<file path="config.mk">
export PLATFORM = sky130hd
export DESIGN_NAME = inst_fetch_flat
export DESIGN_NICKNAME = d
export VERILOG_FILES = /design/src/rtl/inst_fetch_if.sv /design/src/rtl/inst_fetch.sv /design/src/flat_wrapper.sv
export SDC_FILE = /design/constraint.sdc
export NUM_CORES = 1
export LEC_CHECK = 0
export CAP_MARGIN = 20
export CORE_ASPECT_RATIO = 1.2
export CORE_MARGIN = 4
export CORE_UTILIZATION = 40
export DETAILED_ROUTE_END_ITERATION = 7
export SLEW_MARGIN = 20
export SYNTH_ARGS = -nofsm -noshare
export SYNTH_HDL_FRONTEND = slang
export SYNTH_SLANG_ARGS = --single-unit
</file>
<file path="constraint.sdc">
create_clock -name clk -period 2.2 [get_ports clk]
set_clock_uncertainty 0.15 [all_clocks]
set_input_delay 0.44 -clock clk [delete_from_list [all_inputs] [get_ports clk]]
set_output_delay 0.44 -clock clk [all_outputs]
set_load 0.005 [all_outputs]
</file>
<file path="src/rtl/inst_fetch_if.sv">
// ---------------------------------------------------------------------------
// inst_fetch_if
// Bundle of every handshake/bus signal around the instruction-fetch reader:
//   - PC side     : pc_in, pc_valid, pc_ready
//   - ROM side    : mem_en, mem_addr, mem_rdata (1-cycle read latency)
//   - control     : flush (branch redirect)
//   - decode side : inst_out, inst_pc, inst_valid, inst_ready
// modport master : used by inst_fetch itself (drives pc_ready, mem_*, inst_*)
// modport slave  : used by the surrounding datapath / environment
// ---------------------------------------------------------------------------
interface inst_fetch_if #(
    parameter int ADDR_W = 9,
    parameter int DATA_W = 32
);
    logic [ADDR_W-1:0] pc_in;
    logic              pc_valid;
    logic              pc_ready;
    logic              mem_en;
    logic [ADDR_W-1:0] mem_addr;
    logic [DATA_W-1:0] mem_rdata;
    logic              flush;
    logic [DATA_W-1:0] inst_out;
    logic [ADDR_W-1:0] inst_pc;
    logic              inst_valid;
    logic              inst_ready;

    modport master (
        input  pc_in, pc_valid, mem_rdata, flush, inst_ready,
        output pc_ready, mem_en, mem_addr, inst_out, inst_pc, inst_valid
    );

    modport slave (
        output pc_in, pc_valid, mem_rdata, flush, inst_ready,
        input  pc_ready, mem_en, mem_addr, inst_out, inst_pc, inst_valid
    );
endinterface

</file>
<file path="src/rtl/inst_fetch.sv">
// ---------------------------------------------------------------------------
// inst_fetch
// Instruction-fetch reader between the PC register and decode. Accepts PCs
// over a valid/ready handshake, reads a synchronous ROM (data returns one
// cycle after mem_en) and queues {pc, instruction} in a 3-entry FIFO so that
// decode can stall without losing in-flight reads. flush discards everything
// buffered or in flight.
//
// Ports:
//   clk        rising-edge clock
//   rst        asynchronous reset, active low
//   bus        inst_fetch_if.master (PC handshake, ROM port, flush, decode)
//   fetch_cnt  [15:0] pops delivered to decode     (INST_FETCH_PERF_EN only)
//   stall_cnt  [15:0] cycles with pc_valid&&!pc_ready (INST_FETCH_PERF_EN only)
//
// Build option: define INST_FETCH_PERF_EN to add the two wrapping performance
// counters; they are cleared only by rst, never by flush.
// ---------------------------------------------------------------------------
module inst_fetch #(
    parameter int ADDR_W = 9,
    parameter int DATA_W = 32
) (
    input  logic         clk,
    input  logic         rst,
    inst_fetch_if.master bus
`ifdef INST_FETCH_PERF_EN
    ,
    output logic [15:0]  fetch_cnt,
    output logic [15:0]  stall_cnt
`endif
);

    logic [DATA_W-1:0] data_mem_r [3];
    logic [ADDR_W-1:0] pc_mem_r   [3];
    logic [1:0]        rd_ptr_r;
    logic [1:0]        wr_ptr_r;
    logic [1:0]        count_r;
    logic [1:0]        count_nxt_s;
    logic              inflight_r;
    logic [ADDR_W-1:0] inflight_pc_r;
    logic [2:0]        credit_s;
    logic              pc_ready_s;
    logic              accept_s;
    logic              write_s;
    logic              pop_s;
    logic              inst_valid_s;
    logic [DATA_W-1:0] head_data_s;
    logic [ADDR_W-1:0] head_pc_s;

    // Modulo-3 pointer increment (2 wraps to 0).
    function automatic logic [1:0] ptr_inc(input logic [1:0] ptr);
        logic [1:0] nxt;
        case (ptr)
            2'd0:    nxt = 2'd1;
            2'd1:    nxt = 2'd2;
            default: nxt = 2'd0;
        endcase
        return nxt;
    endfunction

    // Credit rule: a slot is reserved for the read already in flight, so the
    // FIFO can never be written while full. Only registered state feeds this,
    // which keeps inst_ready off the pc_ready path.
    assign credit_s     = {1'b0, count_r} + {2'b00, inflight_r};
    assign pc_ready_s   = !bus.flush && (credit_s < 3'd3);
    assign accept_s     = bus.pc_valid && pc_ready_s;
    assign write_s      = inflight_r && !bus.flush;
    assign inst_valid_s = (count_r != 2'd0);
    assign pop_s        = inst_valid_s && bus.inst_ready && !bus.flush;

    assign bus.pc_ready   = pc_ready_s;
    assign bus.mem_en     = accept_s;
    assign bus.mem_addr   = bus.pc_in;
    assign bus.inst_out   = head_data_s;
    assign bus.inst_pc    = head_pc_s;
    assign bus.inst_valid = inst_valid_s;

    // Occupancy update: a simultaneous write and pop leaves the count unchanged.
    always_comb begin
        count_nxt_s = count_r;
        if (write_s && !pop_s) begin
            count_nxt_s = count_r + 2'd1;
        end else if (pop_s && !write_s) begin
            count_nxt_s = count_r - 2'd1;
        end else begin
            count_nxt_s = count_r;
        end
    end

    // FIFO head read-out, straight from storage (no bypass from mem_rdata).
    always_comb begin
        head_data_s = '0;
        head_pc_s   = '0;
        case (rd_ptr_r)
            2'd0: begin
                head_data_s = data_mem_r[0];
                head_pc_s   = pc_mem_r[0];
            end
            2'd1: begin
                head_data_s = data_mem_r[1];
                head_pc_s   = pc_mem_r[1];
            end
            2'd2: begin
                head_data_s = data_mem_r[2];
                head_pc_s   = pc_mem_r[2];
            end
            default: begin
                head_data_s = '0;
                head_pc_s   = '0;
            end
        endcase
    end

    // Control state: pointers, occupancy and the single in-flight ROM read.
    always_ff @(posedge clk or negedge rst) begin
        if (!rst) begin
            rd_ptr_r      <= 2'd0;
            wr_ptr_r      <= 2'd0;
            count_r       <= 2'd0;
            inflight_r    <= 1'b0;
            inflight_pc_r <= '0;
        end else if (bus.flush) begin
            // Redirect: the read returning now and the one issued last cycle
            // are both dropped; pc_ready is low so nothing new is issued.
            rd_ptr_r   <= 2'd0;
            wr_ptr_r   <= 2'd0;
            count_r    <= 2'd0;
            inflight_r <= 1'b0;
        end else begin
            count_r    <= count_nxt_s;
            inflight_r <= accept_s;
            if (write_s) begin
                wr_ptr_r <= ptr_inc(wr_ptr_r);
            end
            if (pop_s) begin
                rd_ptr_r <= ptr_inc(rd_ptr_r);
            end
            if (accept_s) begin
                inflight_pc_r <= bus.pc_in;
            end
        end
    end

    // FIFO storage: capture the returning ROM word with its PC tag.
    always_ff @(posedge clk or negedge rst) begin
        if (!rst) begin
            for (int i = 0; i < 3; i++) begin
                data_mem_r[i] <= '0;
                pc_mem_r[i]   <= '0;
            end
        end else begin
            for (int i = 0; i < 3; i++) begin
                if (write_s && (wr_ptr_r == 2'(i))) begin
                    data_mem_r[i] <= bus.mem_rdata;
                    pc_mem_r[i]   <= inflight_pc_r;
                end
            end
        end
    end

`ifdef INST_FETCH_PERF_EN
    logic [15:0] fetch_cnt_r;
    logic [15:0] stall_cnt_r;

    // Wrapping performance counters; deliberately untouched by flush.
    always_ff @(posedge clk or negedge rst) begin
        if (!rst) begin
            fetch_cnt_r <= 16'd0;
            stall_cnt_r <= 16'd0;
        end else begin
            if (pop_s) begin
                fetch_cnt_r <= fetch_cnt_r + 16'd1;
            end
            if (bus.pc_valid && !pc_ready_s) begin
                stall_cnt_r <= stall_cnt_r + 16'd1;
            end
        end
    end

    assign fetch_cnt = fetch_cnt_r;
    assign stall_cnt = stall_cnt_r;
`endif

endmodule

</file>
<file path="src/flat_wrapper.sv">
// flat-port wrapper written by rule: the top's interface ports become plain ports
module inst_fetch_flat 
#(
    parameter int ADDR_W = 9,
    parameter int DATA_W = 32
)
  (clk, rst, bus_pc_in, bus_pc_valid, bus_mem_rdata, bus_flush, bus_inst_ready, bus_pc_ready, bus_mem_en, bus_mem_addr, bus_inst_out, bus_inst_pc, bus_inst_valid);
  inst_fetch_if #(.ADDR_W(ADDR_W), .DATA_W(DATA_W)) bus_i ();
  input  logic clk;
  input  logic rst;
  input wire logic [$bits(bus_i.pc_in)-1:0] bus_pc_in;
  input wire logic [$bits(bus_i.pc_valid)-1:0] bus_pc_valid;
  input wire logic [$bits(bus_i.mem_rdata)-1:0] bus_mem_rdata;
  input wire logic [$bits(bus_i.flush)-1:0] bus_flush;
  input wire logic [$bits(bus_i.inst_ready)-1:0] bus_inst_ready;
  output wire logic [$bits(bus_i.pc_ready)-1:0] bus_pc_ready;
  output wire logic [$bits(bus_i.mem_en)-1:0] bus_mem_en;
  output wire logic [$bits(bus_i.mem_addr)-1:0] bus_mem_addr;
  output wire logic [$bits(bus_i.inst_out)-1:0] bus_inst_out;
  output wire logic [$bits(bus_i.inst_pc)-1:0] bus_inst_pc;
  output wire logic [$bits(bus_i.inst_valid)-1:0] bus_inst_valid;
  assign bus_i.pc_in = bus_pc_in;
  assign bus_i.pc_valid = bus_pc_valid;
  assign bus_i.mem_rdata = bus_mem_rdata;
  assign bus_i.flush = bus_flush;
  assign bus_i.inst_ready = bus_inst_ready;
  assign bus_pc_ready = bus_i.pc_ready;
  assign bus_mem_en = bus_i.mem_en;
  assign bus_mem_addr = bus_i.mem_addr;
  assign bus_inst_out = bus_i.inst_out;
  assign bus_inst_pc = bus_i.inst_pc;
  assign bus_inst_valid = bus_i.inst_valid;
  inst_fetch #(.ADDR_W(ADDR_W), .DATA_W(DATA_W)) u_core (.clk(clk), .rst(rst), .bus(bus_i));
endmodule
</file>
# Word level (Yosys, flattened, before mapping)

Index checks and enable logic that the tools add are counted.

Reduce and logical (&&, ||, !) cells: 20
Magnitude comparators: 1
Equality and inequality tests: 4
Mux-type cells: 12
Add/sub/neg operators: 3
Bitwise gates (word level): 1

Operator list:

| cell                                                        | count |
|---|---|
| one-hot mux 32 bit (3 select lines)                         | 1 |
| one-hot mux 9 bit (3 select lines)                          | 1 |
| 2-to-1 mux 2 bit                                            | 7 |
| logical AND 1 bit                                           | 10 |
| one-hot mux 2 bit (2 select lines)                          | 2 |
| nonzero test 2 bit                                          | 3 |
| equality test 2 x 1 -> 1 bit (second input constant)        | 2 |
| equality test 2 bit (second input constant)                 | 2 |
| zero test 2 bit                                             | 2 |
| adder 2 x 1 -> 3 bit                                        | 1 |
| zero test 1 bit                                             | 3 |
| less-than comparator 3 x 2 -> 1 bit (second input constant) | 1 |
| nonzero test 3 bit                                          | 1 |
| adder 2 x 1 -> 2 bit (second input constant)                | 1 |
| AND reduction 2 bit                                         | 1 |
| subtractor 2 x 1 -> 2 bit (second input constant)           | 1 |
| 2-to-1 mux 1 bit                                            | 1 |
| inverter 1 bit                                              | 1 |

Output and inout bits: 53
Input port bits: 46
Word-level logic and storage cells: 52
Bits in registers: 139

# Longest topological paths before layout

Gate-level depths: netlist (run 1).

Depth after elaboration: 7
Mapped depth: 6
Mapped depth without buffers: 5

# Worst setup path after synthesis (run 1)

No wires, ideal clock.

Path kind: register to register
From: register u_core.inflight_r
To: register u_core.inflight_pc_r[0]
Path buffers: 1
Arrival time: 1.932 ns
Clock period less this slack: 2.207 ns
Setup slack: -0.007 ns
Library setup time: 0.125 ns
Required time: 1.925 ns
Cell stages (with the launch flop): 7
Path through: dfrtp_1 -> ha_1 -> ha_1 -> a211oi_1 -> and2_1 -> buf_4 -> mux2_2

Longest elaborated chain between the ends: 5

Ends and longest elaborated chain:

| element                             | RTL line           | text |
|---|---|---|
| start: declaration                  | inst_fetch.sv:39   | `logic inflight_r;` |
| start signal: assignment            | inst_fetch.sv:131  | `inflight_r <= accept_s;` |
| adder 2 x 1 -> 3 bit                | inst_fetch.sv:64   | `assign credit_s = {1'b0, count_r} + {2'b00, inflight_r};` |
| less-than comparator 3 x 2 -> 1 bit | inst_fetch.sv:65   | `assign pc_ready_s = !bus.flush && (credit_s < 3'd3);` |
| logical AND 1 bit                   | inst_fetch.sv:65   |  |
| named net bus_pc_ready              | flat_wrapper.sv:16 | `output wire logic [$bits(bus_i.pc_ready)-1:0] bus_pc_ready;` |
| logical AND 1 bit                   | inst_fetch.sv:66   | `assign accept_s = bus.pc_valid && pc_ready_s;` |
| named net bus_mem_en                | flat_wrapper.sv:17 | `output wire logic [$bits(bus_i.mem_en)-1:0] bus_mem_en;` |
| AND reduction 2 bit (no line)       | n/a                |  |
| end signal: assignment              | inst_fetch.sv:139  | `inflight_pc_r <= bus.pc_in;` |
| end: declaration                    | inst_fetch.sv:40   | `logic [ADDR_W-1:0] inflight_pc_r;` |

The timed path passes the listed nets, and every way through them passes these cells.
A chain may end at the register's enable or synchronous reset.

# Worst setup path after layout (run 1)

From: register u_core.rd_ptr_r[0]
To: output port bus_inst_pc[6]

Longest elaborated chain between the ends: 2
Elaborated cells on any way between the ends: 4
Classes of those cells: eq/ne: 2; mux: 1; reduce/logical: 1

Ends and longest elaborated chain:

| element                                     | RTL line           | text |
|---|---|---|
| start: declaration                          | inst_fetch.sv:35   | `logic [1:0] rd_ptr_r;` |
| start signal: assignment                    | inst_fetch.sv:136  | `rd_ptr_r <= ptr_inc(rd_ptr_r);` |
| equality test 2 bit (tied with other cells) | inst_fetch.sv:94   | `case (rd_ptr_r)` |
| one-hot mux 9 bit (3 select lines) *        | inst_fetch.sv:94   |  |
| end: declaration                            | flat_wrapper.sv:20 | `output wire logic [$bits(bus_i.inst_pc)-1:0] bus_inst_pc;` |

Mark *: on every way between the ends. The rest lies on a longest branch, timed or not.

==> key figures, run 1 <==
Route
  • Drt first pass iters: 5
  • WL final: 15,100 um
  • Post-route ant nets: 0
  • 1st-iter DRT viols: 196
  • WL/cell: 18.4 um
  • Via density: 5.06
  • Residual DRC: 0
  • Vias: 4,160

Floorplanning
  • FP Rows: 49
  • Die Span X: 122 um
  • Die height: 145 um
  • Core Region: 0.0151 mm^2
  • Initial Util: 41.2%
  • Num ports: 99
  • Die ar.: 0.0177 mm^2

STA
  • Hold Violations, Final: 0
  • RSZ-0062 raised after global routing: true
  • Final min period: 2.43 ns
  • Period utilization: 111%
  • Final Setup Violations: 38
  • Worst-Margin Slew: 0.614 ns
  • Max-slew violations: 0
  • Post-route worst setup slack: -0.231 ns
  • Slew headroom: 59.1%
  • Fmax achieved: 411 MHz

Clocking
  • CTS tree: built
  • Clock tree buffer depth: 2
  • CTS Sinks: 139
  • Worst-path clk slew: 0.06 ns
  • Inserted Clock Buffers: 17
  • H-tree depth: 4
  • Worst-Skew Late Latency: 0.42 ns
  • CTS Root Cell: clkbuf_16

Placement
  • Detailed-placement wirelength estimate: 9300 um
  • Port-buffer cells: 98
  • Routability Congestion: 0.745
  • Placed cells: 762

Finish
  • Area Overhead vs Synth: 36.2%
  • Most frequent cells in the layout: 138 x dfrtp_1, 127 x mux2_2, 53 x clkdlybuf4s50_1
  • Share of post-route cells with drive strength above 1: 45.4%
  • Commonest non-fill, non-tap cell in the layout: dfrtp_1
  • Final nets: 652
  • Non-Filler Instances: 822
  • Utilization after layout: 56.1%

Setup path
  • Critical-path maximum fanout: 5
  • WP data required: 1.61 ns
  • Max incr delay on CP: 0.46 ns
  • CP Capture Type: output port
  • Buf/Inv on CP: 4
  • Critical path type: flip-flop to output port
  • CP max stage cell: dfrtp_2
  • Crit path DAT: 1.84 ns
  • CP Launch Type: flip-flop
  • Cell Chain, Critical Path: buf_4, buf_6, bufbuf_16, mux2i_1, o21ai_1, buf_2
  • CP top delay family: buffers and inverters

Worst hold path
  • Hold Crit Class: flip-flop to flip-flop

Synthesis
  • Compound-Gate Fraction of Synth Area: 4.01%
  • Mapped cell area: 0.00623 mm^2
  • Synth Area in Simple Gates: 5.22%
  • Post-synthesis mux area share: 30.6%
  • Synthesized Nets: 514
  • Area share of fa/ha/maj cells after synthesis: 0.401%
  • Number of flops mapped to enable cells by yosys: 0
  • Seq/Total Area, Yosys: 55.8%
  • FF+latch count, synth: 139
  • Largest family of logic cells by synthesized area: multiplexers
  • Synth unique cells: 30
  • FFs w/ async S/R, synth: 100%
  • Synth Area per Inst: 13.4 um^2
  • Top_reg_cell synth: dfrtp_1
  • Yosys warnings: 0
  • Xor/xnor share of the synthesized area: 0%
  • Syn Inst Count: 466

GRT
  • Largest net degree at the start of global routing: 63
  • Number of global-route vias before repair: 4,528
  • Met2 usage: 30.4%
  • Initial antenna violation count: 0
  • GR peak layer: met2
  • Overflow after GRT: 0
  • GR Util met1: 22.5%
  • First-pass GRT wire length: 24,300 um
  • GR Layer Usage met3: 5.79%
  • GR Util All Layers: 18.1%

Power and ir drop
  • P_leak: 3.76 nW
  • Max IR drop VDD: 0.000471 V
  • Pwr Density: 914 mW/mm^2

Run status
  • Status: finished, violations left
  • Failing checks: negative setup slack

Flow run
  • Max Cap Viol: 0
-- registers in the layout (all words and copies together), names as in the netlist --
| signal | count |
|---|---|
| u_core.inflight_r | 1 |
| u_core.rd_ptr_r | 2 |
| u_core.pc_mem_r | 27 |
| u_core.inflight_pc_r | 9 |
| u_core.count_r | 2 |
| u_core.wr_ptr_r | 2 |
| u_core.data_mem_r | 96 |
-- through the flow --
step           power (mW)  worst slack (ns)  area (um^2)  hold WS [ns]  setup TNS [ns]
2_1_floorplan        4.14            0.0672         6240      -0.00559               0
3_3_place_gp         4.90            -0.272         7610         0.316          -25.25
3_5_place_dp         4.99            -0.290         7610         0.324          -29.92
4_1_cts              7.84            -0.324         8390         0.337           -6.00
5_1_grt              8.16            -0.299         8490         0.348           -8.48
6_report             7.76            -0.231         8490         0.339           -5.10
-- layer usage --
metal | up-vias | part of all wire (%)
met3 | 8 | 5.8
met2 | 104 | 51
met5 | - | 0
met1 | 2126 | 42
li1 | 1922 | -
met4 | 0 | 0.79
-- synthesized netlist by cell type, types with 2 or more instances --
| master | instances | area share (%) |
|---|---|---|
| buf_6 | 4 | 0.72 |
| nor2_1 | 4 | 0.24 |
| dfrtp_1 | 139 | 56 |
| mux2i_1 | 42 | 6.7 |
| o21ai_0 | 37 | 3.0 |
| mux2_1 | 5 | 0.90 |
| nand2_1 | 43 | 2.6 |
| nor2b_1 | 2 | 0.20 |
| nand2b_1 | 2 | 0.20 |
| buf_4 | 18 | 2.2 |
| and2_1 | 2 | 0.20 |
| mux2_2 | 127 | 23 |
| buf_2 | 5 | 0.40 |
| a21oi_1 | 4 | 0.32 |
| clkbuf_1 | 10 | 0.60 |
| nor3b_4 | 2 | 0.60 |
| ha_1 | 2 | 0.40 |
| o21ai_1 | 6 | 0.48 |
-- cells by family after synthesis --
family,Yosys count
AOI/OAI and AO/OA,49
adders and majority gates,2
buffers and inverters,38
DFF,139
muxes,174
and+or+nand+nor,64
-- final cells by class --
class / count / area, um^2
flip-flops and latches: 139 / 3480
clock inverters: 6 / 108
well taps: 204 / 255
repair buffers: 157 / 1530
diodes: 1 / 2.50
clock buffers: 26 / 509
fillers: 1279 / 6650
multi-input cells: 289 / 2610
-- final timing paths --
| kind | from | end | slack [ns] | cells after the start |
|---|---|---|---|---|
| worst max register to register | u_core.inflight_r | u_core.inflight_pc_r[2] | 0.11 | 6 |
| worst min-delay path | u_core.pc_mem_r[24] | u_core.pc_mem_r[24] | 0.34 | 1 |
| worst min register to register | u_core.pc_mem_r[24] | u_core.pc_mem_r[24] | 0.34 | 1 |
| min in group asynchronous | rst | u_core.inflight_pc_r[2] | 0.43 | 2 |
| worst max-delay path | u_core.rd_ptr_r[0] | bus_inst_pc[6] | -0.23 | 6 |
| max in group asynchronous | rst | u_core.inflight_pc_r[7] | 0.85 | 3 |
-- worst register-to-register path, cell delays in order, from the launching register on --
cell      delay (ns)
dfrtp_1         0.38
ha_2            0.20
ha_4            0.22
a211oi_4        0.25
and2_4          0.21
buf_4           0.20
mux2_2          0.35
-- where the power goes --
part / internal, mW / switching (mW)
combinational: 0.868 / 0.558
sequential: 3.10 / 0.293
clock: 1.93 / 1.01
-- repair_timing --
action                                  in CTS  in global routing
setup buffers                               12                 12
hold endpoints to repair                    58                  0
pin swaps                                    7                 13
gates cloned                                 5                  0
hold buffers                                 1                  0
resized for setup                          160                 72
endpoints found under the setup margin      51                 43
Power figures use the tool's default switching activity.
==> run 2, diff against run 1 <==
--- a/config.mk
+++ b/config.mk
@@ -9,6 +9,7 @@
 export CORE_ASPECT_RATIO = 1.2
 export CORE_MARGIN = 4
 export CORE_UTILIZATION = 40
+export CTS_CLUSTER_DIAMETER = 150
 export DETAILED_ROUTE_END_ITERATION = 7
 export SLEW_MARGIN = 20
 export SYNTH_ARGS = -nofsm -noshare
==> results of run 2 <==
No change in the layout: final DEF, timing and power equal those of run 1.
==> run 3, diff against run 2 <==
--- a/config.mk
+++ b/config.mk
@@ -5,7 +5,6 @@
 export SDC_FILE = /design/constraint.sdc
 export NUM_CORES = 1
 export LEC_CHECK = 0
-export CAP_MARGIN = 20
 export CORE_ASPECT_RATIO = 1.2
 export CORE_MARGIN = 4
 export CORE_UTILIZATION = 40
==> constraint.sdc (replaced) <==
create_clock -name clk -period 2.2 [get_ports clk]
set_clock_uncertainty 0.15 [all_clocks]
set_input_delay 0.66 -clock clk [delete_from_list [all_inputs] [get_ports clk]]
set_output_delay 0.66 -clock clk [all_outputs]
set_load 0.005 [all_outputs]
==> run 3 against run 2 <==
The run still ends with negative setup slack left. Cell area is 6.0% higher. Final cell count up 1.9%. Count of clock-buffer cells in the layout is 2 lower. Hold slack worse by 0.28 ns. Clock power is 3% lower. Worst setup slack got worse by 0.22 ns.
==> key figures, run 3 (synthesis gave the netlist of run 1 again) <==
Floorplanning
  • Die ar.: 0.0177 mm^2 (unchanged)
  • FP Rows: 49 (unchanged)
  • Die Span X: 122 um (unchanged)
  • Num ports: 99 (unchanged)
  • Core Region: 0.0151 mm^2 (unchanged)
  • Initial Util: 41.2% (unchanged)
  • Die height: 145 um (unchanged)

Clocking
  • H-tree depth: 4 (unchanged)
  • Inserted Clock Buffers: 17 (unchanged)
  • Worst-Skew Late Latency: 0.41 ns (about the same)
  • CTS Root Cell: clkbuf_16
  • CTS Sinks: 139 (unchanged)
  • Hold buffers post-CTS: 0 (-1)
  • Worst-path clk slew: 0.05 ns (about the same)
  • CTS tree: built
  • Clock tree buffer depth: 2 (unchanged)

STA
  • Fmax achieved: 377 MHz (-8.4%)
  • Setup TNS: -13.56 ns (-8.47 ns)
  • Period utilization: 121% (+10 points)
  • RSZ-0062 raised after global routing: true
  • Slew headroom: 61.4% (+2.3 points)
  • Post-route worst setup slack: -0.456 ns (-0.224 ns)
  • Final Setup Violations: 44 (+16%)
  • Max-slew violations: 0 (unchanged)
  • Worst-Margin Slew: 0.579 ns (-0.0349 ns)
  • Final min period: 2.66 ns (+0.224 ns)
  • Hold Violations, Final: 0 (unchanged)

Route
  • 1st-iter DRT viols: 176 (-10%)
  • Drt first pass iters: 4 (-1)
  • Post-route ant nets: 0 (unchanged)
  • WL final: 15,200 um (+0.48%)
  • Residual DRC: 0 (unchanged)
  • Vias: 4,204 (+1.1%)
  • WL/cell: 18.1 um (-1.4%)
  • Via density: 5.02 (-0.87%)

Finish
  • Fill cell count: 1,280 (+0.078%)
  • Final nets: 671 (+2.9%)
  • Largest regs: u_core.data_mem_r: 96 flops, u_core.pc_mem_r: 27 flops, u_core.inflight_pc_r: 9 flops
  • Area Overhead vs Synth: 44.4%
  • Max reg flops: 96 (unchanged)
  • Fin area: 0.00900 mm^2 (+6.0%)
  • FF+latch area: 0.00348 mm^2 (about the same)
  • Area of the multi-input gates: 0.00296 mm^2 (+14%)
  • Share of post-route cells with drive strength above 1: 59.0% (+14 points)
  • Diode count: 0 (-1)
  • Top reg by flops: u_core.data_mem_r
  • Most frequent cells in the layout: 137 x dfrtp_1, 127 x mux2_2, 43 x buf_2
  • Commonest non-fill, non-tap cell in the layout: dfrtp_1

Power and ir drop
  • Flop pwr share: 44.2% (+0.5 points)
  • Clock group share of total power: 36.7% (-1.2 points)
  • Pwr Density: 864 mW/mm^2 (-5.5%)
  • Switching pwr: 1.93 mW (+3.6%)
  • P_leak: 4.30 nW (+14%)
  • Switching Share: 24.9% (+0.84 points)
  • Logic pwr share: 19.1% (+0.7 points)
  • Max IR drop VDD: 0.000524 V (+11%)
  • Overall Power: 7.77 mW (+0.14%)
  • Internal: 5.84 mW (-0.97%)

GRT
  • Overflow after GRT: 0 (unchanged)
  • Initial antenna violation count: 0 (unchanged)
  • First-pass GRT wire length: 24,900 um (+2.4%)
  • Largest net degree at the start of global routing: 58 (-7.9%)
  • GR Util All Layers: 18.5% (+0.43 points)
  • Number of global-route vias before repair: 4,711 (+4.0%)

Placement
  • Placed inst area: 0.00768 mm^2 (+1.0%)
  • Routability Congestion: 0.697 (-6.4%)
  • Post-place setup slack: -0.671 ns (-0.381 ns)
  • Detailed-placement wirelength estimate: 9360 um (+0.66%)
  • Port-buffer cells: 98 (unchanged)

Setup path
  • Critical-path maximum fanout: 2 (-3)
  • CP Capture Type: output port
  • CP max stage cell: dfrtp_1
  • Critical path type: flip-flop to output port
  • WP data required: 1.39 ns (-0.22 ns)
  • Buf/Inv on CP: 2 (-2)
  • Crit path DAT: 1.85 ns (about the same)
  • CP Launch Type: flip-flop
  • Top cell by count, worst path: ha_4
  • Cell Chain, Critical Path: ha_4, ha_4, a211oi_4, buf_4, and2_4, buf_6
  • Max incr delay on CP: 0.42 ns (-0.04 ns)
  • CP top delay family: flip-flops

Flow run
  • Max Cap Viol: 0 (unchanged)

Run status
  • Status: finished, violations left
  • Failing checks: negative setup slack

Worst hold path
  • Hold Crit Class: input port to async pin
[run 3: final cells by class]
| class | count | area share, % |
|---|---|---|
| sequential | 139 | 38.7 |
| clock inverter | 6 | 0.945 |
| timing repair buffer | 176 | 19.0 |
| tap | 204 | 2.84 |
| clock buffer | 24 | 5.69 |
| multi-input combinational | 289 | 32.9 |
[run 3: worst paths after layout]
path                       slack (ns)                start  cells after the start                 endpoint
hold / removal                   0.06                  rst                      1    u_core.data_mem_r[79]
setup reg to reg                 0.05    u_core.count_r[0]                      7  u_core.inflight_pc_r[8]
max in group asynchronous        1.21                  rst                      2      u_core.pc_mem_r[14]
setup / recovery                -0.46    u_core.count_r[0]                      6               bus_mem_en
hold reg to reg                  0.34  u_core.pc_mem_r[23]                      1      u_core.pc_mem_r[23]
min in group clk                 0.34  u_core.pc_mem_r[23]                      1      u_core.pc_mem_r[23]
[run 3: repair_timing]
item,in CTS,in global routing
resized for setup,299,78
endpoints found under the setup margin,112,141
pin swaps,28,16
cloned,5,1
setup buffers,26,6
[run 3: power by group through the flow]
| stage | clock network, mW | registers [mW] | logic [mW] |
|---|---|---|---|
| after global routing | 3.04 | 3.51 | 1.65 |
| after global placement | 0 | 3.38 | 1.53 |
| after detailed placement | 0 | 3.42 | 1.58 |
| after CTS | 2.92 | 3.40 | 1.44 |
| final | 2.85 | 3.43 | 1.49 |
| after floorplan | 0 | 3.33 | 0.806 |
[run 3: layer usage]
| layer | track usage (%) | share of wire, % |
|---|---|---|
| met4 | 6.67 | 1.6 |
| met1 | 22.7 | 44 |
| met2 | 31.9 | 50 |
| met5 | 0 | 0 |
| met3 | 4.32 | 4.4 |
[run 3: stage by stage]
| step | util, % | hold slack (ns) | std cells |
|---|---|---|---|
| 2_1_floorplan | - | 0.214 | 466 |
| 5_1_grt | 59.4 | 0.0905 | 838 |
| 4_1_cts | 57.2 | 0.0754 | 832 |
| 6_report | 59.4 | 0.0559 | 838 |
| 3_3_place_gp | 50.7 | 0.317 | 772 |
| 3_5_place_dp | 50.7 | 0.325 | 772 |
[run 3: worst reg2reg max path, stage by stage, from the launching register on]
cell and delay (ns):
dfrtp_1 0.42, ha_4 0.18, ha_4 0.21, a211oi_4 0.23, buf_4 0.14, and2_4 0.15
buf_4 0.20, mux2_2 0.35
